`src/rtl/stack_control_unit_pkg.sv`:
```
// Shared definitions for the stack-processor microsequencer: state codes,
// opcode values and the increment/address/data select encodings.
package stack_control_unit_pkg;

    localparam int unsigned OP_W    = 6;
    localparam int unsigned STATE_W = 8;

    typedef enum logic [STATE_W-1:0] {
        ST_FETCH  = 8'h00,
        ST_DECODE = 8'h01,
        ST_DEC1   = 8'h02,
        ST_RD_R1  = 8'h03,
        ST_DEC2   = 8'h04,
        ST_RD_R2  = 8'h05,
        ST_PUSH   = 8'h06,
        ST_IMM    = 8'h07,
        ST_DROP   = 8'h08,
        ST_SETSP  = 8'h09,
        ST_JMP    = 8'h0A,
        ST_HALT   = 8'h0B
    } state_t;

    typedef enum logic [1:0] {
        INC_P1 = 2'b00,
        INC_P2 = 2'b01,
        INC_M2 = 2'b10,
        INC_M1 = 2'b11
    } incc_t;

    typedef enum logic [1:0] {
        AS_PC   = 2'b00,
        AS_SR   = 2'b01,
        AS_R1   = 2'b10,
        AS_ZERO = 2'b11
    } addr_sel_t;

    typedef enum logic [1:0] {
        DS_ALU = 2'b00,
        DS_R1  = 2'b01,
        DS_R2  = 2'b10,
        DS_PC  = 2'b11
    } data_sel_t;

    localparam logic [OP_W-1:0] OP_PUSHI = 6'h10;
    localparam logic [OP_W-1:0] OP_DROP  = 6'h11;
    localparam logic [OP_W-1:0] OP_SETSP = 6'h12;
    localparam logic [OP_W-1:0] OP_JMP   = 6'h20;
    localparam logic [OP_W-1:0] OP_NOP   = 6'h30;
    localparam logic [OP_W-1:0] OP_HALT  = 6'h3F;

    // Opcodes 6'h00-0F are two-operand ALU instructions.
    function automatic logic is_alu_op(input logic [OP_W-1:0] op);
        return (op[5:4] == 2'b00);
    endfunction

endpackage

```
`src/rtl/stack_control_unit.sv`:
```
// Microsequencer for the 16-bit stack processor: opcode fetch/decode FSM,
// Mealy datapath strobes and the memory ready handshake.
module stack_control_unit
    import stack_control_unit_pkg::*;
#(
    parameter int unsigned ADDR_W = 16
) (
    input  logic              clk,
    input  logic              rst_n,
    input  logic [OP_W-1:0]   opcode,
    input  logic              memory_ready,
    output logic              cmd_w,
    output logic              R1_w,
    output logic              R2_w,
    output logic              SR_w,
    output logic              PC_w,
    output logic              SR_inc,
    output logic              PC_inc,
    output logic [1:0]        SR_incc,
    output logic [1:0]        PC_incc,
    output logic [3:0]        ALU_func,
    output logic [1:0]        addr_sel,
    output logic [1:0]        data_sel,
    output logic              memory_w,
    output logic              error,
    output logic [ADDR_W-1:0] addr
);

    state_t          r_state;
    logic [OP_W-1:0] r_op;
    logic            r_error;
    logic            w_alu_op;

    assign w_alu_op = is_alu_op(r_op);

    // Sequencer: opcode is captured in DECODE so later input changes are ignored.
    always_ff @(posedge clk or negedge rst_n) begin
        if (!rst_n) begin
            r_state <= ST_FETCH;
            r_op    <= '0;
            r_error <= 1'b0;
        end else begin
            case (r_state)
                ST_FETCH:  if (memory_ready) r_state <= ST_DECODE;
                ST_DECODE: begin
                    r_op <= opcode;
                    if (is_alu_op(opcode)) begin
                        r_state <= ST_DEC1;
                    end else begin
                        case (opcode)
                            OP_PUSHI: r_state <= ST_IMM;
                            OP_DROP:  r_state <= ST_DROP;
                            OP_SETSP: r_state <= ST_DEC1;
                            OP_JMP:   r_state <= ST_DEC1;
                            OP_NOP:   r_state <= ST_FETCH;
                            OP_HALT:  r_state <= ST_HALT;
                            default: begin
                                r_error <= 1'b1;
                                r_state <= ST_HALT;
                            end
                        endcase
                    end
                end
                ST_DEC1:   r_state <= ST_RD_R1;
                ST_RD_R1: begin
                    if (memory_ready) begin
                        case (r_op)
                            OP_SETSP: r_state <= ST_SETSP;
                            OP_JMP:   r_state <= ST_JMP;
                            default:  r_state <= ST_DEC2;
                        endcase
                    end
                end
                ST_DEC2:   r_state <= ST_RD_R2;
                ST_RD_R2:  if (memory_ready) r_state <= ST_PUSH;
                ST_IMM:    if (memory_ready) r_state <= ST_PUSH;
                ST_PUSH:   if (memory_ready) r_state <= ST_FETCH;
                ST_DROP:   r_state <= ST_FETCH;
                ST_SETSP:  r_state <= ST_FETCH;
                ST_JMP:    r_state <= ST_FETCH;
                ST_HALT:   r_state <= ST_HALT;
                default:   r_state <= ST_FETCH;
            endcase
        end
    end

    // Output decode: wait-state completion strobes follow memory_ready; reset forces all low.
    always_comb begin
        cmd_w    = 1'b0;
        R1_w     = 1'b0;
        R2_w     = 1'b0;
        SR_w     = 1'b0;
        PC_w     = 1'b0;
        SR_inc   = 1'b0;
        PC_inc   = 1'b0;
        SR_incc  = 2'b00;
        PC_incc  = 2'b00;
        ALU_func = 4'h0;
        addr_sel = 2'b00;
        data_sel = 2'b00;
        memory_w = 1'b0;
        if (rst_n) begin
            case (r_state)
                ST_FETCH: begin
                    addr_sel = AS_PC;
                    cmd_w    = memory_ready;
                    PC_inc   = memory_ready;
                    PC_incc  = INC_P1;
                end
                ST_DEC1, ST_DEC2, ST_DROP: begin
                    SR_inc  = 1'b1;
                    SR_incc = INC_M1;
                end
                ST_RD_R1: begin
                    addr_sel = AS_SR;
                    R1_w     = memory_ready;
                end
                ST_RD_R2: begin
                    addr_sel = AS_SR;
                    R2_w     = memory_ready;
                end
                ST_IMM: begin
                    addr_sel = AS_PC;
                    R1_w     = memory_ready;
                    PC_inc   = memory_ready;
                    PC_incc  = INC_P1;
                end
                ST_PUSH: begin
                    addr_sel = AS_SR;
                    memory_w = 1'b1;
                    data_sel = w_alu_op ? DS_ALU : DS_R1;
                    ALU_func = w_alu_op ? r_op[3:0] : 4'h0;
                    SR_inc   = memory_ready;
                    SR_incc  = INC_P1;
                end
                ST_SETSP: SR_w = 1'b1;
                ST_JMP:   PC_w = 1'b1;
                default: ;
            endcase
        end
    end

    assign error = r_error;
    assign addr  = ADDR_W'({2'b00, r_op, r_state});

endmodule

```
`config.mk`:
```
export PLATFORM = sky130hd
export DESIGN_NAME = stack_control_unit
export DESIGN_NICKNAME = d
export VERILOG_FILES = /design/src/rtl/stack_control_unit_pkg.sv /design/src/rtl/stack_control_unit.sv
export SDC_FILE = /design/constraint.sdc
export NUM_CORES = 1
export LEC_CHECK = 0
export CAP_MARGIN = 0
export CORE_UTILIZATION = 35
export CTS_BUF_LIST = sky130_fd_sc_hd__clkbuf_16
export DETAILED_ROUTE_END_ITERATION = 10
export GPL_TIMING_DRIVEN = 0
export HOLD_SLACK_MARGIN = 0.05
export PLACE_DENSITY = 0.75
export SLEW_MARGIN = 0
export SYNTH_ARGS = -nofsm -noshare
export SYNTH_HDL_FRONTEND = slang
export SYNTH_SLANG_ARGS = --single-unit
```
`constraint.sdc`:
```
create_clock -name clk -period 2 [get_ports clk]
set_input_delay 0.6 -clock clk [delete_from_list [all_inputs] [get_ports clk]]
set_output_delay 0.6 -clock clk [all_outputs]
set_load 0.01 [all_outputs]
```
**Yosys cells after proc, flatten, opt, wreduce, memory -nomap -nowiden**

Cells that the tools add are included.

- Bits in registers: 15
- Output and inout bits: 37
- Word-level logic and storage cells: 74

- Equality and inequality tests: 23
- Mux-type cells: 34
- Bitwise gates (word level): 2
- Reductions and logical operators: 12

Operator list:

| operator | number |
|---|---|
| $pmux W8 S8 | 1 |
| $eq A8 B3 Y1 const B | 4 |
| $eq A8 B4 Y1 const B | 4 |
| $mux W8 | 4 |
| $eq A6 B5 Y1 const B | 4 |
| $eq A6 B6 Y1 const B | 4 |
| $mux W1 | 20 |
| $eq A8 B2 Y1 const B | 2 |
| $mux W4 | 4 |
| $pmux W4 S4 | 1 |
| $eq A8 B1 Y1 const B | 1 |
| $logic_not A8 Y1 | 1 |
| $pmux W4 S2 | 1 |
| $reduce_or A2 Y1 | 4 |
| $ne A2 B2 Y1 const B | 3 |
| $reduce_or A3 Y1 | 2 |
| $reduce_or A6 Y1 | 1 |
| $logic_not A2 Y1 | 2 |
| $mux W2 | 2 |
| $reduce_and A4 Y1 | 1 |
| $reduce_and A3 Y1 | 1 |
| $ne A2 B1 Y1 const B | 1 |
| $not A1 Y1 | 2 |
| $pmux W1 S2 | 1 |

**Depth between registers and ports, before layout**

Gate-level depths: netlist of run 1.

- Depth after elaboration: 5
- Mapped depth: 6

**Worst setup path after synthesis of run 1**

OpenSTA, ideal clock, no wires.

- Path type: register to output
- Start point: register r_state[2]
- End point: output ALU_func[0]
- Buffers on the path: 1
- Data arrival time: 1.435 ns
- Slack: -0.035 ns
- Cell stages (with the launch flop): 5
- Cell sequence: dfrtp_1 -> buf_2 -> nand2_1 -> nor3_1 -> and3_1

- Cells in the longest elaborated chain, start to end: 3

RTL lines:

| item | line | RTL |
|---|---|---|
| start, declared | stack_control_unit.sv:29 | `state_t r_state;` |
| start signal, assigned | stack_control_unit.sv:39 | `r_state <= ST_FETCH;` |
| start signal, assigned | stack_control_unit.sv:44 | `ST_FETCH: if (memory_ready) r_state <= ST_DECODE;` |
| start signal, assigned | stack_control_unit.sv:48 | `r_state <= ST_DEC1;` |
| $eq A8 B3 Y1 | stack_control_unit.sv:103 | `case (r_state)` |
| $mux W4 | stack_control_unit.sv:103 |  |
| $mux W4 | stack_control_unit.sv:102 | `if (rst_n) begin` |
| end, declared | stack_control_unit.sv:21 | `output logic [3:0] ALU_func,` |

Every way passes these cells.

**Final worst setup path of run 1**

- Start point: register r_state[0]
- End point: output ALU_func[1]

Same word-level chain as after synthesis.

==> impl_metrics.env, run 1 <==
export IMPL_io_pin_count=46
export IMPL_r2r_start="r_state[1]$_DFFE_PN0P_"
export IMPL_start_util_pct=36.7
export IMPL_synth_top_area_share_pct=27.4
export IMPL_clkSinkCount=11
export IMPL_drcViolationCount=0
export IMPL_path_common_cell="buf_6"
export IMPL_yosysUniqueCellTypes=44
export IMPL_routedWlPerCell_microns=15.7
export IMPL_netlist_area_sq_um=1000
export IMPL_p_per_area_nw_per_um2=1540
export IMPL_grt_pass1_vias=1117
export IMPL_design_core_area_sq_um=2730
export IMPL_clockBufferDepth=2
export IMPL_cap_viol_max_count=0
export IMPL_die_area_sq_um=3090
export IMPL_synth_common_cells="11 x buf_4, 11 x dfrtp_1, 11 x nor2_1"
export IMPL_num_rows=19
export IMPL_die_h_microns=55.5
export IMPL_synth_ff_type="dfrtp_1"
export IMPL_leakagePower_uw=0.000868
export IMPL_track_usage_pct=22.0
export IMPL_vias_per_cell=5.35
export IMPL_critPathMaxStageDelay_ns=0.45
export IMPL_routed_via_count=1226
export IMPL_overflow=0
export IMPL_dr_pass1_iters=4
export IMPL_tightest_slew_ns=0.540
export IMPL_drive_above_1_share_pct=51.0
export IMPL_areaGrowthSynthToFinish_pct=84.7
export IMPL_finalWirelength_microns=3610
export IMPL_die_x_microns=55.5
export IMPL_first_iter_violations=27
export IMPL_antenna_found_initial=0
export IMPL_synth_area_leader_cell="dfrtp_1"
export IMPL_min_period_ns=2.14
export IMPL_finalWeightedCongestion=0.936
export IMPL_cts_tree="yes"
export IMPL_critPathLaunch="r_state[0]$_DFFE_PN0P_"
export IMPL_reg2reg_to="r_state[0]$_DFFE_PN0P_"
export IMPL_port_buffers=33
export IMPL_cts_clk_slew_worst_paths_ns=0.04
export IMPL_cts_max_level=1
export IMPL_cts_root_buf="clkbuf_16"
export IMPL_slowest_stage="dfrtp_2"
export IMPL_reg2reg_slack_ns=0.11
export IMPL_crit_path_end="ALU_func[1]"
export IMPL_worst_slack_ns=-0.137
export IMPL_dpl_instance_area_sq_um=1410
export IMPL_async_reset_ff_share_pct=100
export IMPL_start_kind="register"
export IMPL_setup_viol=8
export IMPL_dp_hpwl_microns=2000
export IMPL_ff2ff_path_depth=8
export IMPL_ys_warn_count=0
export IMPL_worstPathMaxFanout=5
export IMPL_synthTopCellsByArea="dfrtp_1 27%, buf_4 8.2%, mux2_2 6.7%"
export IMPL_final_antenna_net_count=0
export IMPL_crit_arrival_ns=1.54
export IMPL_synth_edff_count=0
export IMPL_clk_latency_ns=0.24
export IMPL_end_kind="primary output"
export IMPL_post_route_period_util_pct=107
export IMPL_finalClockSkew_ns=0.00248
export IMPL_postLayoutCellArea_sq_um=1850
export IMPL_finalHoldViolations=0
export IMPL_seq_area_frac_synth_pct=27.4
export IMPL_rsz0062_at_grt="true"
export IMPL_final_nets=208
export IMPL_worst_hold_slack_ns=0.154
export IMPL_ir_worst_vdd_mv=1.14
export IMPL_synth_seq_cells=11
export IMPL_netlist_instances=123
export IMPL_violations="setup timing"
export IMPL_hp_class="input port to asynchronous set/reset pin"
export IMPL_crit_type="register to primary output"
export IMPL_grt_pass1_wl_microns=5270
export IMPL_fmax_mhz=468
export IMPL_diodes=0
export IMPL_slew_violations=0
export IMPL_status="complete, but fails checks"
export IMPL_numCtsBuffers=3
export IMPL_required_ns=1.40
export IMPL_report_power_total_uw=2860
export IMPL_syn_area_per_cell_sq_um=8.16
export IMPL_grt_max_degree=16
export IMPL_slew_headroom_pct=63.8
export IMPL_crit_chain="inv_2 -> nand2_4 -> nor3_4 -> buf_6 -> buf_6 -> and3_4 -> buf_6"
## per-layer routing
metal | vias up | wire length, microns | track usage, %
met2 | 50 | 1930 | 38.6
met1 | 591 | 1430 | 25.9
met4 | 0 | 59 | 8.93
met5 | - | 0 | 0
li1 | 578 | - | -
met3 | 7 | 191 | 4.68
## through the flow
step / worst slack (ns) / instances / utilization [%] / setup TNS, ns
global route: -0.186 / 229 / 67.8 / -1.11
global placement: -1.48 / 196 / 51.7 / -20.15
CTS: -0.150 / 216 / 60.7 / -0.705
detailed placement: -1.53 / 196 / 51.7 / -20.72
finish: -0.137 / 229 / 67.8 / -0.548
floorplan: 0.00350 / 132 / - / 0
## worst min-delay path by stage
stage | start | to | slack (ns)
after floorplan | rst_n | error$_DFFE_PN0P_ | 0.30
after global placement | error$_DFFE_PN0P_ | error$_DFFE_PN0P_ | 0.47
after detailed placement | error$_DFFE_PN0P_ | error$_DFFE_PN0P_ | 0.46
after CTS | rst_n | error$_DFFE_PN0P_ | 0.18
after global routing | rst_n | r_op[3]$_DFFE_PN0P_ | 0.16
final | rst_n | error$_DFFE_PN0P_ | 0.15
## layout make-up
cell class / count / area (sq um)
inverters: 2 / 7.51
clock buffers: 3 / 75.1
fillers: 221 / 881
well taps: 31 / 38.8
repair buffers: 62 / 532
clock inverters: 1 / 3.75
plain buffers: 19 / 161
multi-input cells: 100 / 757
flip-flops and latches: 11 / 278
## logic make-up (layout without fill, tap and decap cells)
| family | after synthesis | in the layout | synth area share [%] |
|---|---|---|---|
| XOR/XNOR | 6 | 6 | 5.24 |
| buffers and inverters | 21 | 87 | 13.0 |
| multiplexers | 6 | 6 | 6.73 |
| AND/OR/NAND/NOR | 51 | 51 | 29.1 |
| flip-flops | 11 | 11 | 27.4 |
| AO/OA/AOI/OAI | 27 | 27 | 18.2 |
| other | 1 | 10 | 0.374 |
## layout by cell type (no fill, tap or decap), types with 2 or more instances in the layout
cell type	count
a21oi_1	5
a21oi_2	2
a22oi_1	2
and3_1	2
and3_4	2
buf_2	12
buf_4	37
buf_6	11
clkbuf_16	3
clkdlybuf4s50_1	14
conb_1	10
dfrtp_1	9
dfrtp_2	2
dlymetal6s2s_1	2
inv_2	2
mux2_2	6
nand2_1	5
nor2_1	8
nor2_2	2
nor3_1	7
nor3_2	2
nor3b_2	2
nor4_1	2
o211ai_1	2
o21ai_0	2
o21ai_1	3
or3_1	2
xnor2_1	2
xor2_1	3
## sequential cells by signal, indices dropped and copies added (netlist names)
| name | flops |
|---|---|
| r_state | 4 |
| r_op | 6 |
| error | 1 |
## worst max-delay path: cells and delay by family (launching register included)
| kind | cells | cell delay, ns |
|---|---|---|
| buffers and inverters | 4 | 0.41 |
| DFF | 1 | 0.45 |
| and+or+nand+nor | 3 | 0.43 |
## repair_timing
item,CTS,global route
endpoints found under the setup margin,17,18
pin swaps,12,10
resized for setup,102,30
buffers inserted,16,14
hold buffers,0,0
## power by group
part	leakage (uW)	total (uW)	switching [uW]	internal, uW
logic	0.000698	2020	944	1080
clock network	0.0000423	362	99.6	262
registers	0.000127	469	136	333
total	0.000868	2860	1180	1680
Power figures use the tool's default switching activity.
==> run 2: changes to the inputs <==
--- a/config.mk
+++ b/config.mk
@@ -8,3 +8,3 @@
 export CAP_MARGIN = 0
-export CORE_UTILIZATION = 35
+export CORE_UTILIZATION = 23
 export CTS_BUF_LIST = sky130_fd_sc_hd__clkbuf_16
@@ -13,3 +13,4 @@
 export HOLD_SLACK_MARGIN = 0.05
-export PLACE_DENSITY = 0.75
+export PLACE_DENSITY = 0.55
+export SKIP_CTS_REPAIR_TIMING = 1
 export SLEW_MARGIN = 0
==> constraint.sdc (replaced) <==
create_clock -name clk -period 2 [get_ports clk]
set_input_delay 0.3 -clock clk [delete_from_list [all_inputs] [get_ports clk]]
set_output_delay 0.3 -clock clk [all_outputs]
set_load 0.01 [all_outputs]
==> run 2 against run 1 <==
Compared with the run above: the run still ends with setup timing left; critical endpoint is now cmd_w; non-clock buffer count fell by 25; via count down 12%; sequential share of layout area up 2.1 points; total power shrank 19%; register-to-register slack gained 0.24 ns; highest routed layer unchanged; sequential power decreased by 1%; clock-buffer cell count unchanged; worst setup slack gained 0.0032 ns; core utilization fell by 28 points.
==> impl_metrics.env, run 2 (synthesis gave the netlist of run 1 again) <==
export IMPL_status="complete, but fails checks"
export IMPL_violations="setup timing"
export IMPL_cts_root_buf="clkbuf_16"
export IMPL_start_util_pct=24.6
export IMPL_switching_share_pct=40.9
export IMPL_antenna_found_initial=0
export IMPL_finalHoldViolations=0
export IMPL_setup_viol=2
export IMPL_leakagePower_uw=0.000885
export IMPL_crit_arrival_ns=1.83
export IMPL_ir_worst_vdd_mv=0.535
export IMPL_vias_per_cell=4.85
export IMPL_cts_max_level=1
export IMPL_finalWirelength_microns=2920
export IMPL_die_area_sq_um=4630
export IMPL_slew_headroom_pct=64.9
export IMPL_num_rows=23
export IMPL_nFillCells=410
export IMPL_mostFrequentLayoutCells="18 x clkdlybuf4s50_1, 16 x buf_4, 13 x dlymetal6s2s_1, 10 x nor2_1, 10 x conb_1"
export IMPL_largest_reg_flops=6
export IMPL_grt_max_degree=16
export IMPL_top_register="r_op"
export IMPL_p_int_uw=1360
export IMPL_drcViolationCount=0
export IMPL_dp_hpwl_microns=2170
export IMPL_overflow=0
export IMPL_routedWlPerCell_microns=13.1
export IMPL_place_ws_ns=-1.02
export IMPL_tightest_slew_ns=0.525
export IMPL_crit_type="register to primary output"
export IMPL_diodes=0
export IMPL_final_antenna_net_count=0
export IMPL_track_usage_pct=12.7
export IMPL_hp_class="input port to register"
export IMPL_cts_clk_slew_worst_paths_ns=0.04
export IMPL_dpl_instance_area_sq_um=1430
export IMPL_clk_latency_ns=0.24
export IMPL_critPathLaunch="r_state[2]$_DFFE_PN0P_"
export IMPL_port_buffers=33
export IMPL_drive_above_1_share_pct=27.7
export IMPL_critPathMaxStageDelay_ns=0.59
export IMPL_cts_tree="yes"
export IMPL_die_h_microns=68.1
export IMPL_p_sw_uw=944
export IMPL_finalWeightedCongestion=0.858
export IMPL_required_ns=1.70
export IMPL_dr_pass1_iters=4
export IMPL_routed_via_count=1081
export IMPL_post_route_period_util_pct=107
export IMPL_die_x_microns=68.1
export IMPL_slowest_stage="clkdlybuf4s50_1"
export IMPL_sequentialPowerShare_pct=20.1
export IMPL_p_clk_share_pct=16.1
export IMPL_start_kind="register"
export IMPL_slew_violations=0
export IMPL_end_kind="primary output"
export IMPL_p_comb_share_pct=63.8
export IMPL_clkSinkCount=11
export IMPL_postLayoutCellArea_sq_um=1630
export IMPL_final_util_pct=39.8
export IMPL_finalClockSkew_ns=0.00198
export IMPL_p_per_area_nw_per_um2=1420
export IMPL_fin_tns_setup_ns=-0.266
export IMPL_areaGrowthSynthToFinish_pct=62.0
export IMPL_final_nets=183
export IMPL_cap_viol_max_count=0
export IMPL_rsz0062_at_grt="true"
export IMPL_grt_pass1_vias=963
export IMPL_grt_pass1_wl_microns=4420
export IMPL_r2r_start="r_state[2]$_DFFE_PN0P_"
export IMPL_min_period_ns=2.13
export IMPL_io_pin_count=46
export IMPL_worstPathMaxFanout=10
export IMPL_final_common_cell="clkdlybuf4s50_1"
export IMPL_clockBufferDepth=2
export IMPL_hp_start="opcode[5]"
export IMPL_worst_slack_ns=-0.133
export IMPL_first_iter_violations=16
export IMPL_numCtsBuffers=3
export IMPL_design_core_area_sq_um=4090
export IMPL_report_power_total_uw=2310
export IMPL_crit_chain="buf_6 -> clkbuf_4 -> nor4_1 -> clkdlybuf4s50_1"
export IMPL_fmax_mhz=469
-- run 2: cell count changes in the layout (fill, tap and decap cells not counted), moves of 3 or more --
| cell | change |
|---|---|
| clkdlybuf4s50_1 | +4 |
| buf_4 | -21 |
| dlymetal6s2s_1 | +11 |
| buf_2 | -11 |
| buf_6 | -9 |
| clkbuf_2 | +3 |
-- run 2: worst paths after layout --
kind	slack (ns)	cells past startpoint	endpoint
min in group asynchronous	0.69	2	r_op[5]$_DFFE_PN0P_
worst max-delay path	-0.13	4	cmd_w
max in group asynchronous	0.93	2	r_state[0]$_DFFE_PN0P_
worst max register to register	0.35	6	r_state[0]$_DFFE_PN0P_
worst min register to register	0.48	1	error$_DFFE_PN0P_
worst min-delay path	0.41	2	r_op[5]$_DFFE_PN0P_
-- run 2: power groups by stage --
stage	Combinational, uW	Clock [uW]	Sequential, uW
final	1470	372	464
after global routing	1600	385	486
after CTS	1350	373	466
after detailed placement	1340	0	467
after global placement	1340	0	468
after floorplan	829	0	483
-- run 2: through the flow --
step / hold WS (ns) / instances
4_1_cts: 0.419 / 219
2_1_floorplan: 0.00441 / 132
3_3_place_gp: 0.468 / 215
6_report: 0.413 / 223
5_1_grt: 0.444 / 223
3_5_place_dp: 0.468 / 215
-- run 2: cell type report --
type	count	area (sq um)	area share, %
Multi-Input combinational cell	100	667	41.0
Timing Repair Buffer	37	385	23.7
Clock buffer	3	75.1	4.62
Sequential cell	11	278	17.1
Buffer	19	141	8.70
Inverter	2	11.3	0.693
Tap cell	50	62.6	3.85
Clock inverter	1	5.00	0.308
-- run 2: routing by layer --
layer	global-route usage, %	share of wire, %	vias up
met5	0	0	-
met3	4.17	6.7	4
met2	20.5	50	31
met4	4.69	0.75	0
li1	-	-	534
met1	15.5	43	512
-- run 2: critical path: cells and delay by family, from the launching register on --
kind	cells	cell delay, ns
buf+inv	3	0.93
flops	1	0.41
simple gates	1	0.25
